===== src/rtl/pattern_pkg.sv =====
// Shared types and defaults for the 101 pattern transmitter/detector pair.
package pattern_pkg;

  localparam int unsigned DEF_WIDTH = 3;
  localparam int unsigned DEF_GAP   = 1;
  localparam int unsigned DEF_CNT_W = 8;

  typedef enum logic [1:0] {
    TX_IDLE  = 2'd0,
    TX_SHIFT = 2'd1,
    TX_GAP   = 2'd2
  } tx_state_t;

  // Bits needed to hold values 0..max_val (never less than one bit).
  function automatic int unsigned cnt_width(input int unsigned max_val);
    return (max_val < 2) ? 1 : $clog2(max_val + 1);
  endfunction

endpackage


===== src/rtl/tx_down_counter.sv =====
// Loadable down-counter that saturates at zero and exposes a registered zero flag.
module tx_down_counter #(
  parameter int unsigned W = 8
) (
  input  logic         clk,
  input  logic         rst_n,
  input  logic         i_load,
  input  logic [W-1:0] i_load_val,
  input  logic         i_dec,
  output logic         o_zero
);

  logic [W-1:0] r_cnt;
  logic         r_zero;

  // Load takes priority over decrement; the flag tracks the value being written.
  always_ff @(posedge clk or negedge rst_n) begin
    if (!rst_n) begin
      r_cnt  <= '0;
      r_zero <= 1'b1;
    end else if (i_load) begin
      r_cnt  <= i_load_val;
      r_zero <= (i_load_val == '0);
    end else if (i_dec && !r_zero) begin
      r_cnt  <= r_cnt - W'(1);
      r_zero <= (r_cnt == W'(1));
    end
  end

  assign o_zero = r_zero;

endmodule


===== src/rtl/serial_pattern_tx.sv =====
// Serial pattern transmitter: sends a latched WIDTH-bit word MSB-first,
// repeated a programmable number of times with an optional idle gap.
module serial_pattern_tx
  import pattern_pkg::*;
#(
  parameter int unsigned WIDTH = DEF_WIDTH,
  parameter int unsigned CNT_W = DEF_CNT_W,
  parameter int unsigned GAP   = DEF_GAP
) (
  input  logic             clk,
  input  logic             rst_n,
  input  logic [WIDTH-1:0] pat_data,
  input  logic [CNT_W-1:0] pat_reps,
  input  logic             pat_valid,
  output logic             pat_ready,
  input  logic             abort,
  output logic             x_out,
  output logic             x_valid,
  output logic             busy,
  output logic             done
);

  localparam int unsigned IDX_W   = cnt_width(WIDTH - 1);
  localparam int unsigned GAP_W   = cnt_width((GAP > 0) ? GAP - 1 : 0);
  localparam bit          HAS_GAP = (GAP > 0);
  localparam logic [IDX_W-1:0] IDX_LOAD = IDX_W'(WIDTH - 1);
  localparam logic [GAP_W-1:0] GAP_LOAD = HAS_GAP ? GAP_W'(GAP - 1) : '0;

  tx_state_t        r_state;
  logic [WIDTH-1:0] r_pat;
  logic [WIDTH-1:0] r_shift;
  logic             r_x_out;
  logic             r_x_valid;
  logic             r_done;

  logic             w_accept;
  logic             w_shift_go;
  logic             w_gap_go;
  logic             w_idx_zero;
  logic             w_gap_zero;
  logic             w_rep_zero;
  logic             w_word_end;
  logic             w_more_reps;
  logic             w_rep_start;
  logic             w_idx_load;
  logic             w_idx_dec;
  logic             w_gap_load;
  logic             w_gap_dec;
  logic             w_rep_load;
  logic             w_rep_dec;
  logic [CNT_W-1:0] w_rep_load_val;

  // Counter control decoded from the current state; abort freezes all counters.
  assign w_accept       = (r_state == TX_IDLE) && pat_valid && !abort;
  assign w_shift_go     = (r_state == TX_SHIFT) && !abort;
  assign w_gap_go       = (r_state == TX_GAP) && !abort;
  assign w_word_end     = w_shift_go && w_idx_zero;
  assign w_more_reps    = !w_rep_zero;
  assign w_rep_start    = (w_word_end && w_more_reps && !HAS_GAP) || (w_gap_go && w_gap_zero);
  assign w_idx_load     = w_accept || w_rep_start;
  assign w_idx_dec      = w_shift_go && !w_idx_zero;
  assign w_gap_load     = w_word_end && w_more_reps && HAS_GAP;
  assign w_gap_dec      = w_gap_go && !w_gap_zero;
  assign w_rep_load     = w_accept;
  assign w_rep_dec      = w_word_end && w_more_reps;
  // Repetition counter holds the repetitions still to come after the current one.
  assign w_rep_load_val = (pat_reps == '0) ? '0 : pat_reps - CNT_W'(1);

  tx_down_counter #(.W(IDX_W)) u_idx_cnt (
    .clk        (clk),
    .rst_n      (rst_n),
    .i_load     (w_idx_load),
    .i_load_val (IDX_LOAD),
    .i_dec      (w_idx_dec),
    .o_zero     (w_idx_zero)
  );

  tx_down_counter #(.W(GAP_W)) u_gap_cnt (
    .clk        (clk),
    .rst_n      (rst_n),
    .i_load     (w_gap_load),
    .i_load_val (GAP_LOAD),
    .i_dec      (w_gap_dec),
    .o_zero     (w_gap_zero)
  );

  tx_down_counter #(.W(CNT_W)) u_rep_cnt (
    .clk        (clk),
    .rst_n      (rst_n),
    .i_load     (w_rep_load),
    .i_load_val (w_rep_load_val),
    .i_dec      (w_rep_dec),
    .o_zero     (w_rep_zero)
  );

  // State machine with the shift register and registered serial outputs.
  always_ff @(posedge clk or negedge rst_n) begin
    if (!rst_n) begin
      r_state   <= TX_IDLE;
      r_pat     <= '0;
      r_shift   <= '0;
      r_x_out   <= 1'b0;
      r_x_valid <= 1'b0;
      r_done    <= 1'b0;
    end else begin
      r_done <= 1'b0;
      case (r_state)
        TX_IDLE: begin
          r_x_out   <= 1'b0;
          r_x_valid <= 1'b0;
          if (w_accept) begin
            r_pat     <= pat_data;
            r_shift   <= {pat_data[WIDTH-2:0], 1'b0};
            r_x_out   <= pat_data[WIDTH-1];
            r_x_valid <= 1'b1;
            r_state   <= TX_SHIFT;
          end
        end
        TX_SHIFT: begin
          if (abort) begin
            r_x_out   <= 1'b0;
            r_x_valid <= 1'b0;
            r_state   <= TX_IDLE;
          end else if (!w_idx_zero) begin
            r_x_out   <= r_shift[WIDTH-1];
            r_shift   <= {r_shift[WIDTH-2:0], 1'b0};
            r_x_valid <= 1'b1;
          end else if (w_more_reps) begin
            if (HAS_GAP) begin
              r_x_out   <= 1'b0;
              r_x_valid <= 1'b0;
              r_state   <= TX_GAP;
            end else begin
              r_x_out   <= r_pat[WIDTH-1];
              r_shift   <= {r_pat[WIDTH-2:0], 1'b0};
              r_x_valid <= 1'b1;
            end
          end else begin
            r_x_out   <= 1'b0;
            r_x_valid <= 1'b0;
            r_done    <= 1'b1;
            r_state   <= TX_IDLE;
          end
        end
        TX_GAP: begin
          if (abort) begin
            r_x_out   <= 1'b0;
            r_x_valid <= 1'b0;
            r_state   <= TX_IDLE;
          end else if (w_gap_zero) begin
            r_x_out   <= r_pat[WIDTH-1];
            r_shift   <= {r_pat[WIDTH-2:0], 1'b0};
            r_x_valid <= 1'b1;
            r_state   <= TX_SHIFT;
          end else begin
            r_x_out   <= 1'b0;
            r_x_valid <= 1'b0;
          end
        end
        default: begin
          r_x_out   <= 1'b0;
          r_x_valid <= 1'b0;
          r_state   <= TX_IDLE;
        end
      endcase
    end
  end

  assign x_out     = r_x_out;
  assign x_valid   = r_x_valid;
  assign done      = r_done;
  assign pat_ready = (r_state == TX_IDLE);
  assign busy      = (r_state != TX_IDLE);

endmodule


===== config.mk =====
export PLATFORM = sky130hd
export DESIGN_NAME = serial_pattern_tx
export DESIGN_NICKNAME = d
export VERILOG_FILES = /design/src/rtl/pattern_pkg.sv /design/src/rtl/tx_down_counter.sv /design/src/rtl/serial_pattern_tx.sv
export SDC_FILE = /design/constraint.sdc
export NUM_CORES = 1
export LEC_CHECK = 0
export CORE_ASPECT_RATIO = 0.75
export CORE_MARGIN = 1.5
export CORE_UTILIZATION = 30
export CTS_BUF_LIST = sky130_fd_sc_hd__clkbuf_2 sky130_fd_sc_hd__clkbuf_4 sky130_fd_sc_hd__clkbuf_8
export DETAILED_ROUTE_END_ITERATION = 10
export PLACE_DENSITY = 0.55
export SYNTH_ARGS = -nofsm -noshare
export SYNTH_HDL_FRONTEND = slang
export SYNTH_HIERARCHICAL = 1
export SYNTH_SLANG_ARGS = --single-unit

===== constraint.sdc =====
create_clock -name clk -period 2.9 [get_ports clk]
set_input_delay 0.725 -clock clk [delete_from_list [all_inputs] [get_ports clk]]
set_output_delay 0.725 -clock clk [all_outputs]
set_load 0.02 [all_outputs]

==> flow_summary.yaml <==
run_status:
  status: "finished, final reports clean"
logic_synthesis:
  avgSynthCellArea_sq_um: 9.780
  synth-seq-cells: 24
  syn_inst: 169
  ys_seq_area_share_pct: 36.56
  yosys_warnings: 6
  synthArstFlopShare_pct: 100.0
  synth_top_cell_by_area: "dfrtp_1"
  synthesis.area_sq_um: 1653
  synth-edff-count: 0
  synth.area.top_cells: "dfrtp_1 32%, ha_1 6.8%, dfstp_2 4.8%"
  yosysUniqueCellTypes: 57
  synth_top_area_share_pct: 31.79
  synth_most_common_cell: "dfrtp_1"
  netlist_top_cells_count: "21 x dfrtp_1, 12 x inv_1, 12 x nor2_1"
  synth_top_flop_cell: "dfrtp_1"
route:
  wire_per_inst_um: 12.76
  dr_wl_met3_um: 73
  drc: 0
  drtAntennaViolNets: 0
  vias: 1331
  dr.first_iter.drc_count: 64
  wirelength_mm: 3.484
  viasPerCell: 4.875
  m1WireLength_mm: 1.960
  highest_layer: "met4"
  drtPass1Iterations: 4
  met2_length_mm: 1.407
worst_setup_path:
  reg2reg_from: "r_state[1]$_DFFE_PN0P_"
  critPathTopFamily: "buffers and inverters"
  worstSetupPathType: "flop to output port"
  cp.required_ps: 2170
  slowest_delay_ps: 660
  crit_arrival_ps: 1780
  critPathMaxFanout: 8
  crit_chain: "inv_1, ha_1, clkdlybuf4s50_1"
  slowest_stage: "clkdlybuf4s50_1"
  start_kind: "flop"
  reg2reg_slack_ps: 630
  cp_num_buf_inv: 2
  worstSetupStartpoint: "r_state[1]$_DFFE_PN0P_"
  cp-end-kind: "output port"
power:
  ir_worst_vdd_mv: 0.2639
  p_per_area_nw_per_um2: 787.8
  p_leak_uw: 0.0007959
cts:
  cts_buffers: 3
  cts_tree: "yes"
  cts_hold_buffers: 0
  post-cts-setup-buffers: 0
  htree_levels: 1
  numClockSinks: 24
  clockRootBuffer: "clkbuf_8"
  cts_buffer_depth: 2
  cts_resized: 0
  clkTransAtPathRegs_ps: 80
  clock_latency_ps: 270
layout:
  drive_above_1_share_pct: 14.14
  regArea_sq_um: 604.3
  nFillCells: 535
  syn_to_final_growth_pct: 22.10
  final_util_pct: 37.91
  fin_nets: 223
  multi_input_area_sq_um: 998.5
  n_antenna_cell: 0
global_routing:
  grt_max_degree: 25
  grt-ovfl-total: 0
  grt_first_pass_wirelength_mm: 6.078
  antenna_found_initial: 0
  grt_pass1_vias: 1313
  grt_usage_pct: 13.29
timing:
  period_needed_ps: 2503
  slew_violations: 0
  finalSetupViolCount: 0
  fin_crit_sh_pct: 86.29
  hold_viol: 0
  finClkSkew_ps: 1.985
  timing.hold.ws_ps: 445.8
  postLayoutSetupSlackWorst_ps: 397.5
  fin_tns_setup_ps: 0
  timing.fmax_mhz: 399.6
  grt_setup_unrepaired: "false"
placed_design:
  port_buffers: 19
  gp_congestion: 0.7797
  hpwlAfterDp_mm: 2.658
  pre_cts_ws_ps: 176.9
floorplan:
  fp-row-count: 23
  pin_count: 20
  dieArea_sq_um: 5968
  die_w_um: 88.71
  die_y_um: 67.28
  start_util_pct: 31.05
  core_region_area_sq_um: 5324
run:
  cap_violations: 0
hold_path:
  hold_start: "u_rep_cnt/r_cnt[7]$_DFFE_PN0P_"
  holdCritPathClass: "flop to flop"
worst paths after layout:
kind	end	cells after the start
max in group asynchronous	u_gap_cnt/o_zero$_DFFE_PN1P_	2
hold reg to reg	u_rep_cnt/o_zero$_DFFE_PN1P_	1
min in group asynchronous	x_valid$_DFF_PN0_	2
hold / removal	u_rep_cnt/o_zero$_DFFE_PN1P_	1
setup / recovery	pat_ready	3
setup reg to reg	u_rep_cnt/r_cnt[3]$_DFFE_PN0P_	7
kinds of logic (layout without fill, tap and decap cells):
family	Yosys count	in the layout	share of synthesized area, %
AOI/OAI and AO/OA	38	38	15.67
xor gates and xnor gates	3	3	1.590
adders and majority gates	9	9	6.813
buffers and inverters	15	40	3.936
DFF	24	24	36.56
muxes	10	10	7.721
other	2	6	0.4544
and+or+nand+nor	68	68	27.25
metal layers:
layer  vias up  GRT usage [%]
met2        13          19.22
met1       640          19.49
met3         4          3.056
met4         0          4.102
li1        674              -
met5         -              0
layout make-up:
cell class	count	share of cell area, %
clock buffer	4	2.418
inverter	12	2.232
multi-input combinational	134	49.47
sequential	24	29.94
tap	75	4.650
timing repair buffer	24	11.28
where the power goes:
part | switching [uW] | internal [uW]
clock network | 108 | 108
registers | 138 | 490
logic | 363 | 383
through the flow:
| stage | area [sq um] | std cells | total power, uW |
|---|---|---|---|
| after floorplan | 1668 | 173 | 1147 |
| after global placement | 1969 | 269 | 1377 |
| after detailed placement | 1969 | 269 | 1384 |
| after CTS | 2018 | 273 | 1609 |
| after global routing | 2018 | 273 | 1735 |
| final | 2018 | 273 | 1590 |
state kept, by name, summed over array words and instances, names as in the netlist:
signal / count
done: 1
u_gap_cnt/o_zero: 1
u_idx_cnt/r_cnt: 2
r_shift: 2
r_state: 2
u_rep_cnt/o_zero: 1
u_idx_cnt/o_zero: 1
u_rep_cnt/r_cnt: 8
x_valid: 1
r_pat: 3
u_gap_cnt/r_cnt: 1
x_out: 1
cells in the final DEF, fill, tap and decap left out, types with 4 or more instances in the layout:
| cell | n |
|---|---|
| dfrtp_1 | 21 |
| clkdlybuf4s50_1 | 19 |
| inv_1 | 12 |
| nor2_1 | 12 |
| nand2_1 | 10 |
| o21ai_0 | 9 |
| ha_1 | 9 |
| a21oi_1 | 7 |
| conb_1 | 6 |
| buf_4 | 5 |
| mux2_1 | 4 |
| nand3_1 | 4 |
| mux2_4 | 4 |
| nand2b_1 | 4 |
| nor2b_1 | 4 |
Note: power is estimated with default switching activity, not from simulation.
